### config.mk
export PLATFORM = sky130hd
export DESIGN_NAME = cache_port_arbiter8
export DESIGN_NICKNAME = d
export VERILOG_FILES = /design/src/rtl/cache_port_arbiter8.sv
export SDC_FILE = /design/constraint.sdc
export NUM_CORES = 1
export LEC_CHECK = 0
export ABC_AREA = 1
export CORE_MARGIN = 3
export CORE_UTILIZATION = 62
export CTS_CLUSTER_DIAMETER = 40
export CTS_CLUSTER_SIZE = 25
export DETAILED_ROUTE_END_ITERATION = 10
export PLACE_DENSITY = 0.86
export SKIP_LAST_GASP = 1
export SLEW_MARGIN = 20
export SYNTH_ARGS = -nofsm -noshare
export SYNTH_HDL_FRONTEND = slang
export SYNTH_SLANG_ARGS = --single-unit
### constraint.sdc
create_clock -name clk -period 4.5 [get_ports clk]
set_input_delay 0.9 -clock clk [delete_from_list [all_inputs] [get_ports clk]]
set_output_delay 0.9 -clock clk [all_outputs]
set_load 0.02 [all_outputs]
### src/rtl/cache_port_arbiter8.sv
// cache_port_arbiter8
//   Round-robin arbiter that shares one cache access port among eight
//   requesters. The grant stays with one requester until the cache pulses
//   done or until a watchdog force-releases it after MAX_HOLD cycles.
//   On release, arbitration happens in the same cycle, so consecutive
//   grants follow each other with no idle cycle in between.
//
// Parameters
//   MAX_HOLD  cycles a grant may be held without done (legal 1..255)
//
// Ports
//   clk      in   system clock, rising edge
//   rst_n    in   synchronous active-low reset
//   req      in   [7:0] level-sensitive request lines, bit i = requester i
//   done     in   single-cycle completion pulse for the current grant
//   sel      out  [2:0] registered index of the granted requester (mux select)
//   gnt      out  [7:0] registered one-hot grant, 8'h00 when idle
//   busy     out  registered, high while a grant is active
//   timeout  out  registered one-cycle pulse after a watchdog release
module cache_port_arbiter8 #(
    parameter int unsigned MAX_HOLD = 15
) (
    input  logic       clk,
    input  logic       rst_n,
    input  logic [7:0] req,
    input  logic       done,
    output logic [2:0] sel,
    output logic [7:0] gnt,
    output logic       busy,
    output logic       timeout
);

    typedef enum logic {
        IDLE,
        GRANT
    } state_t;

    localparam logic [7:0] HOLD_LIM = 8'(MAX_HOLD);

    state_t     state_q, state_d;
    logic [2:0] ptr_q, ptr_d;
    logic [7:0] cnt_q, cnt_d;
    logic [2:0] sel_q, sel_d;
    logic [7:0] gnt_q, gnt_d;
    logic       timeout_q, timeout_d;

    logic [2:0] arb_ptr;
    logic [2:0] scan_idx;
    logic [2:0] win_idx;
    logic       win_vld;
    logic       release_now;

    // While granted, a release always moves the pointer to sel+1, so the
    // same-cycle arbitration can use that value directly instead of ptr_q.
    always_comb begin
        arb_ptr  = (state_q == GRANT) ? sel_q + 3'd1 : ptr_q;
        win_idx  = '0;
        win_vld  = 1'b0;
        scan_idx = '0;
        for (int unsigned k = 0; k < 8; k++) begin
            scan_idx = arb_ptr + 3'(k);
            if (!win_vld && req[scan_idx]) begin
                win_idx = scan_idx;
                win_vld = 1'b1;
            end
        end
    end

    assign release_now = done || (cnt_q == HOLD_LIM);

    always_comb begin
        state_d   = state_q;
        ptr_d     = ptr_q;
        cnt_d     = cnt_q;
        sel_d     = sel_q;
        gnt_d     = gnt_q;
        timeout_d = 1'b0;
        case (state_q)
            IDLE: begin
                if (win_vld) begin
                    sel_d   = win_idx;
                    gnt_d   = 8'd1 << win_idx;
                    cnt_d   = 8'd1;
                    state_d = GRANT;
                end
            end
            GRANT: begin
                if (release_now) begin
                    // done wins over a coinciding watchdog limit
                    timeout_d = !done;
                    ptr_d     = arb_ptr;
                    if (win_vld) begin
                        sel_d = win_idx;
                        gnt_d = 8'd1 << win_idx;
                        cnt_d = 8'd1;
                    end else begin
                        gnt_d   = '0;
                        state_d = IDLE;
                    end
                end else begin
                    cnt_d = cnt_q + 8'd1;
                end
            end
        endcase
    end

    always_ff @(posedge clk) begin
        if (!rst_n) begin
            state_q   <= IDLE;
            ptr_q     <= '0;
            cnt_q     <= '0;
            sel_q     <= '0;
            gnt_q     <= '0;
            timeout_q <= 1'b0;
        end else begin
            state_q   <= state_d;
            ptr_q     <= ptr_d;
            cnt_q     <= cnt_d;
            sel_q     <= sel_d;
            gnt_q     <= gnt_d;
            timeout_q <= timeout_d;
        end
    end

    assign sel     = sel_q;
    assign gnt     = gnt_q;
    assign busy    = (state_q == GRANT);
    assign timeout = timeout_q;

endmodule
# Word level (Yosys, flattened, before mapping)
# Index checks and enable logic that the tools add are counted.
[word_totals]
ff_bits = 24
in_bits = 11
elab_cells = 93
[classes]
n_addsub = 9
order_cmp = 8
n_eq_ne = 3
shift = 1
muxes = 46
bitwise_logic = 1
n_reduce_logical = 19
[op_table]
columns = ["operator", "n"]
rows = [
  ["$mux 8", 5],
  ["$mux 3", 11],
  ["$lt 3x4->1 const B", 8],
  ["$pmux 8 s2", 2],
  ["$bmux 1 s3", 8],
  ["$mux 1", 18],
  ["$add 3x3->3 const B", 4],
  ["$add 8x1->8 const B", 1],
  ["$eq 8x4->1 const B", 1],
  ["$logic_not 1->1", 8],
  ["$shl 1x3->8 const A", 1],
  ["$logic_and 1x1->1", 7],
  ["$add 3x1->3 const B", 2],
  ["$add 3x2->3 const B", 2],
  ["$pmux 3 s2", 1],
  ["$reduce_and 2->1", 2],
  ["$reduce_and 3->1", 1],
  ["$ne 2x1->1 const B", 1],
  ["$ne 2x2->1 const B", 1],
  ["$pmux 1 s2", 1],
  ["$logic_or 1x1->1", 1],
  ["$not 1->1", 1],
]

# Depth between registers and ports, before layout
# Gate-level depths: netlist (run 1).
[logic_depth]
word_depth = 30
depth_mapped = 23

# Worst setup path before layout (run 1)
# No wires, ideal clock.
[synth_timing]
path_type = "reg2reg"
from = "reg sel_q[0], in the netlist sel[0]"
to = "reg gnt_q[2], in the netlist gnt[2]"
arrival_ns = 2.719
path_slack_ns = 1.716
stages_incl_launch_ff = 22
n_path_buf = 1
period_less_slack_ns = 2.784
path_cell_list = "dfxtp_1 -> ha_1 -> inv_1 -> nand2_1 -> nand2_4 -> buf_6 -> ha_1 -> inv_1 -> nand3_1 -> nand2_1 -> nand2_1 -> nand2_1 -> nand3_4 -> nor2_4 -> nand4_2 -> nor2_2 -> nor2_4 -> nor2_4 -> inv_2 -> nor2_1 -> nor2_1 -> nor2_1"
[synth_between]
elab_chain_cells = 30
word_cells_on_any_way = 62
classes_between = "add/sub (8); eq/ne (1); shift (1); mux (37); reduce/logical (15)"
[synth_lines]
columns = ["item", "line_no", "source"]
rows = [
  ["from (decl)", "43", "logic [2:0] sel_q, sel_d;"],
  ["from (signal assigned)", "119", "sel_q <= sel_d;"],
  ["$add 3x1->3 *", "56", "arb_ptr = (state_q == GRANT) ? sel_q + 3'd1 : ptr_q;"],
  ["$mux 3 *", "56", ""],
  ["branches (longest 28 deep; another with $add 3x1->3)", "--", ""],
  ["to (signal assigned)", "120", "gnt_q <= gnt_d;"],
  ["to (decl)", "44", "logic [7:0] gnt_q, gnt_d;"],
]
# Mark *: on every way between the ends. The select of a mux whose other input is x is not followed.
# A chain may end at the register's enable or synchronous reset.

# Worst setup path after layout (run 1)
[layout_timing]
from = "reg state_q, in the netlist busy"
to = "reg gnt_q[2], in the netlist gnt[2]"
[layout_between]
elab_chain_cells = 29
word_cells_on_any_way = 63
classes_between = "add/sub (7); eq/ne (2); shift (1); mux (37); bitwise (1); reduce/logical (15)"
[layout_lines]
columns = ["item", "line_no", "source"]
rows = [
  ["from (decl)", "40", "state_t state_q, state_d;"],
  ["from (signal assigned)", "116", "state_q <= state_d;"],
  ["branches (longest 29 deep; another with $add 3x1->3)", "--", ""],
]
# Parallel ways; which one is timed is not known. The select of a mux whose other input is x is not followed.

==> reports/qor.txt, run 1 <==
Status - complete, no violations
Worst setup margin - 1000 ps
R2R Setup Slk - 1000 ps
Min Tclk post-route - 3500 ps
Area grow syn2layout - 10.5%
Syn Nets - 396
Capturing point of the worst reg2reg path - gnt[2]$_SDFFE_PN0P_
Total grt overflow - 0
Lkg Pwr - 0.00122 uW
CP required - 4700 ps
Avg WL per Cell - 13.5 um
Synth top area cells - dfxtp_1 21%, nand2_1 17%, nand3_1 11%, inv_1 7.2%, nor2_1 6.1%
Site row count - 21
GP Congestion - 1.01
Final TNS setup - 0 ps
Via count - 2435
Mapped Area - 0.00234 mm^2
Crit path capture - gnt[2]$_SDFFE_PN0P_
Hold path depth - 2
FFs w/ async S/R, synth - 0%
Via density - 5.48
Netlist cell types - 30
Die H - 67.4 um
CTS sink cnt - 24
Share of cells above drive strength 1 - 15.6%
Synthesized area per cell - 6.14 um^2
Synth warn - 0
Initial antenna violation count - 0
Finished Cell Area - 0.00259 mm^2
Clk pin slew, worst setup/hold paths - 90 ps
CP Launch Type - flop
Peak supply drop - 355 uV
Core area - 0.00349 mm^2
Root Driver - clkbuf_8
CP Max Fanout - 20
Final setup viols - 0
Most frequent cell after synthesis - nand2_1
Final WL - 5990 um
Worst clock skew - 6.12 ps
Critical Path End Type - flop
Place WS - 1110 ps
Crit path DAT - 3700 ps
First-pass GRT wire length - 9930 um
Post-synth top area cell - dfxtp_1
Total Nets Final - 415
Hold Crit Class - reg2reg
CTS buffer count - 3
N_diodes - 0
Max cap viols - 0
Fillers - 311
Die footprint - 0.00455 mm^2
Final hold vios - 0
Largest net degree at the start of global routing - 21
Routed Antenna Nets - 0
Max-slew headroom - 59.6%
Worst hold slack - 468 ps
IO Port Bufs - 23
Post-synth EDFFs - 0
Setup Fix Bufs, Post-CTS - 0
Worst slew pin tran - 604 ps
Critical path origin - busy$_SDFF_PN0_
Post_cts resized - 0
Power Dens Cells - 575 mW/mm^2
Post-route DRC - 0
Yosys reg bits - 24
Synth Instances - 381
Reg area - 480 um^2
Multi-input logic area - 0.00158 mm^2
Worst r2r path cells - 18
Max clock buf depth - 2
Vias in the first global route - 2051
Top Ports - 24
Chip Width - 67.4 um
Hold-fix buffers, CTS - 0
Fin crit share - 77.7%
DRT iter0 DRCs - 275
Critical path class - reg2reg
Top cells by count, synth - 109 x nand2_1, 53 x nand3_1, 45 x inv_1
RSZ-0062 raised after global routing - no
Seq/Total Area, Yosys - 20.5%
H-tree levels - 1
Detailed placement HPWL - 4590 um
Clock Latency Late Sink - 270 ps
Final-report max-slew violation count - 0
CTS tree - yes
GRT Total Usage - 28.4%
Synth top area share - 20.5%
F_max - 0.286 GHz
FF-to-FF Start - busy$_SDFF_PN0_
TritonRoute pass-1 iters - 5
Dpl cell area - 0.00255 mm^2
Initial Util - 67.0%
Post-synth top flop - dfxtp_1
## cell type report
cell class / instances / share of cell area, %
clock buffer: 3 / 1.60
tap: 46 / 2.22
multi-input combinational: 298 / 61.2
sequential: 24 / 18.6
inverter: 50 / 7.54
timing repair buffer: 23 / 8.90
## metal layers
| metal | vias to the layer above | part of all wire [%] | GRT usage (%) |
|---|---|---|---|
| met5 | - | 0 | 0 |
| met4 | 0 | 0.60 | 1.52 |
| met3 | 6 | 7.9 | 4.16 |
| met2 | 96 | 44 | 44.5 |
| met1 | 1081 | 47 | 42.9 |
| li1 | 1252 | - | - |
## critical path, stage by stage (launching register included)
cell     delay (ps)
dfxtp_1         640
nand2_2         280
nand2_4         320
ha_1            370
inv_1           240
nand3_1         110
nand2_1          70
nand2_1          50
nand2_1         130
nand3_4         110
nor2_4          120
nand4_2         120
nor2_2          240
nor2_4          110
nor2_4          190
inv_2            80
nor2_1          100
nor2_1           50
nor2_1           90
## cells by family after synthesis
group,Yosys count,synth area share [%]
compound gates,33,8.77
fa+ha+maj,4,2.14
buf+inv,59,11.9
flops,24,20.5
simple gates,261,56.7
## cells in the final DEF (no fill, tap or decap), types with 5 or more instances in the layout
master           count
clkdlybuf4s50_1     23
dfxtp_1             24
nand4_1              5
inv_1               45
nand2_1            109
nand2_4              8
nand2_2             18
nand3_1             53
nor2_1              38
o21ai_0             13
a21oi_1             13
nand3_2             13
## metrics by stage
| step | util, % | instances | power (uW) |
|---|---|---|---|
| floorplan | - | 381 | 1110 |
| global placement | 72.9 | 441 | 1320 |
| detailed placement | 72.9 | 441 | 1330 |
| CTS | 74.0 | 444 | 1470 |
| global route | 74.0 | 444 | 1620 |
| finish | 74.0 | 444 | 1490 |
## how the worst min path moves through the flow
stage                        startpoint  slack (ps)                   to
floorplan           cnt_q[0]$_SDFF_PN0_         450  cnt_q[0]$_SDFF_PN0_
global placement    gnt[1]$_SDFFE_PN0P_         450  gnt[1]$_SDFFE_PN0P_
detailed placement  gnt[5]$_SDFFE_PN0P_         460  gnt[5]$_SDFFE_PN0P_
CTS                 gnt[5]$_SDFFE_PN0P_         470  gnt[5]$_SDFFE_PN0P_
global route        gnt[5]$_SDFFE_PN0P_         500  gnt[5]$_SDFFE_PN0P_
finish              gnt[5]$_SDFFE_PN0P_         470  gnt[5]$_SDFFE_PN0P_
## sequential cells by signal, summed over array words and instances, names as in the netlist
| register | count |
|---|---|
| cnt_q | 8 |
| gnt | 8 |
| ptr_q | 3 |
| sel | 3 |
| busy | 1 |
| timeout | 1 |
## where the power goes
part / switching, uW / internal, uW / total, uW
clock network: 68.9 / 60.0 / 129
registers: 28.7 / 246 / 275
logic: 735 / 349 / 1080
No activity file was read; power rests on OpenSTA's default activity.
==> run 2: changes to the inputs <==
CORE_UTILIZATION = 52   (was 62)
PLACE_DENSITY = 0.77   (was 0.86)
clock period = 2.8 ns   (was 4.5 ns; I/O delays follow)
==> reports/qor.txt, run 2 (synthesized netlist as in run 1, its figures left out) <==
Status - complete, no violations
Via count - 2580
Worst Path Buf+Inv - 2
CTS buffer count - 3
CP Launch Type - flop
Most frequent cells in the layout - 97 x nand2_1, 49 x nand3_1, 43 x inv_1
Share of cells above drive strength 1 - 27.9%
Dpl cell area - 0.00264 mm^2
DRT iter0 DRCs - 226
Detailed placement HPWL - 4610 um
Initial antenna violation count - 0
Switching part of the total - 52.3%
Avg WL per Cell - 13.3 um
Most used cell, CP - nand3_2
Initial Util - 56.1%
F_max - 0.372 GHz
Post-route DRC - 0
Power Dens Cells - 974 mW/mm^2
IO Port Bufs - 23
Min Tclk post-route - 2690 ps
Via density - 5.45
Routed Antenna Nets - 0
Lkg Pwr - 0.00137 uW
First-pass GRT wire length - 10200 um
Fin crit share - 96.0%
Final hold vios - 0
Comb power frac - 74.2%
Crit-path slowest cell - dfxtp_4
Chip Width - 73.1 um
Core area - 0.00417 mm^2
Share of power burned in registers - 15.4%
GP Congestion - 0.993
Psw - 1500 uW
Commonest non-fill, non-tap cell in the layout - nand2_1
Critical path class - reg2reg
TritonRoute pass-1 iters - 5
Total grt overflow - 0
Hold Crit Class - reg2reg
Max-slew headroom - 67.8%
Max cap viols - 0
Clk network pwr share - 10.4%
Crit path DAT - 2880 ps
Vias in the first global route - 2286
H-tree levels - 1
GRT Total Usage - 23.6%
Final WL - 6310 um
Root Driver - clkbuf_8
Max clock buf depth - 2
Clk pin slew, worst setup/hold paths - 80 ps
Peak supply drop - 464 uV
CP required - 3000 ps
CTS sink cnt - 24
Finished Cell Area - 0.00295 mm^2
CTS tree - yes
Dpl cells - 457
Largest net degree at the start of global routing - 20
Worst slew pin tran - 483 ps
Top Ports - 24
Final-report max-slew violation count - 0
Crit-path max cell delay - 360 ps
CP Max Fanout - 6
Site row count - 23
Total Nets Final - 439
Die footprint - 0.00534 mm^2
Worst-path cell chain - ha_4 > inv_2 > nand2_2 > nand2_4 > ha_4 > inv_4 > nand3_2 > nand2_2 > nand2_1 > nand2_2 > nor2_4 > nand4_4 > nor2_4 > nand3_2 > nand3_2 > nand3_2 > nor2_2 > nand2_1 > a21oi_1
Clock Latency Late Sink - 260 ps
Non-Filler Instances - 473
Die H - 73.1 um
N_diodes - 0
Fin util - 70.6%
Final setup viols - 0
Critical Path End Type - flop
Hold-fix buffers, CTS - 0
Int Pwr - 1370 uW
Worst clock skew - 4.84 ps
Area grow syn2layout - 25.9%
Cell family with most CP delay - simple AND/OR/NAND/NOR gates
run 2: cell count changes in the layout (fill, tap and decap cells not counted), sizes merged:
cell and change:
buf +24, bufinv +1
run 2: power by group through the flow:
stage / Combinational (uW) / Clock, uW / Sequential, uW
2_1_floorplan: 1290 / 0 / 495
3_3_place_gp: 1750 / 0 / 438
3_5_place_dp: 1770 / 0 / 439
4_1_cts: 1810 / 307 / 432
5_1_grt: 2340 / 323 / 451
6_report: 2130 / 300 / 442
run 2: metal layers:
layer / vias up / routed length [um] / GRT usage [%]
li1: 1304 / - / -
met1: 1181 / 2910 / 33.9
met2: 81 / 3010 / 37.0
met3: 14 / 280 / 3.99
met4: 0 / 105 / 4.51
met5: - / 0 / 0
run 2: tightest hold or removal path, stage by stage (launching register included):
cell	delay, ps
dfxtp_1	320
nand2_1	60
a21oi_1	50
run 2: cell type report:
class                           instances  area (um^2)
Clock buffer                            3         41.3
Clock inverter                          1         30.0
Fill cell                             352         1220
Inverter                               50          198
Multi-Input combinational cell        298         1710
Sequential cell                        24          489
Tap cell                               50         62.6
Timing Repair Buffer                   47          418
run 2: what timing repair did:
action / CTS / global route
pin swaps: 0 / 30
cloned: 0 / 0
setup endpoints to repair: 9 / 17
setup buffers: 0 / 12
resized for setup: 2 / 39
run 2: path summary, 6_finish.rpt:
path | cells past startpoint | startpoint | endpoint | slack (ps)
hold / removal | 2 | gnt[5]$_SDFFE_PN0P_ | gnt[5]$_SDFFE_PN0P_ | 480
hold reg to reg | 2 | gnt[5]$_SDFFE_PN0P_ | gnt[5]$_SDFFE_PN0P_ | 480
setup reg to reg | 19 | sel[1]$_SDFFE_PN0P_ | gnt[1]$_SDFFE_PN0P_ | 110
setup / recovery | 19 | sel[1]$_SDFFE_PN0P_ | gnt[1]$_SDFFE_PN0P_ | 110
run 2: through the flow:
stage | hold slack, ps | setup TNS (ps) | setup slack [ps] | total power (uW)
after floorplan | 447 | 0 | 15.9 | 1780
after global placement | 457 | 0 | 54.6 | 2190
after detailed placement | 458 | -211 | -62.7 | 2210
after CTS | 476 | 0 | 22.5 | 2550
after global routing | 498 | -223 | -42.8 | 3120
final | 475 | 0 | 111 | 2870
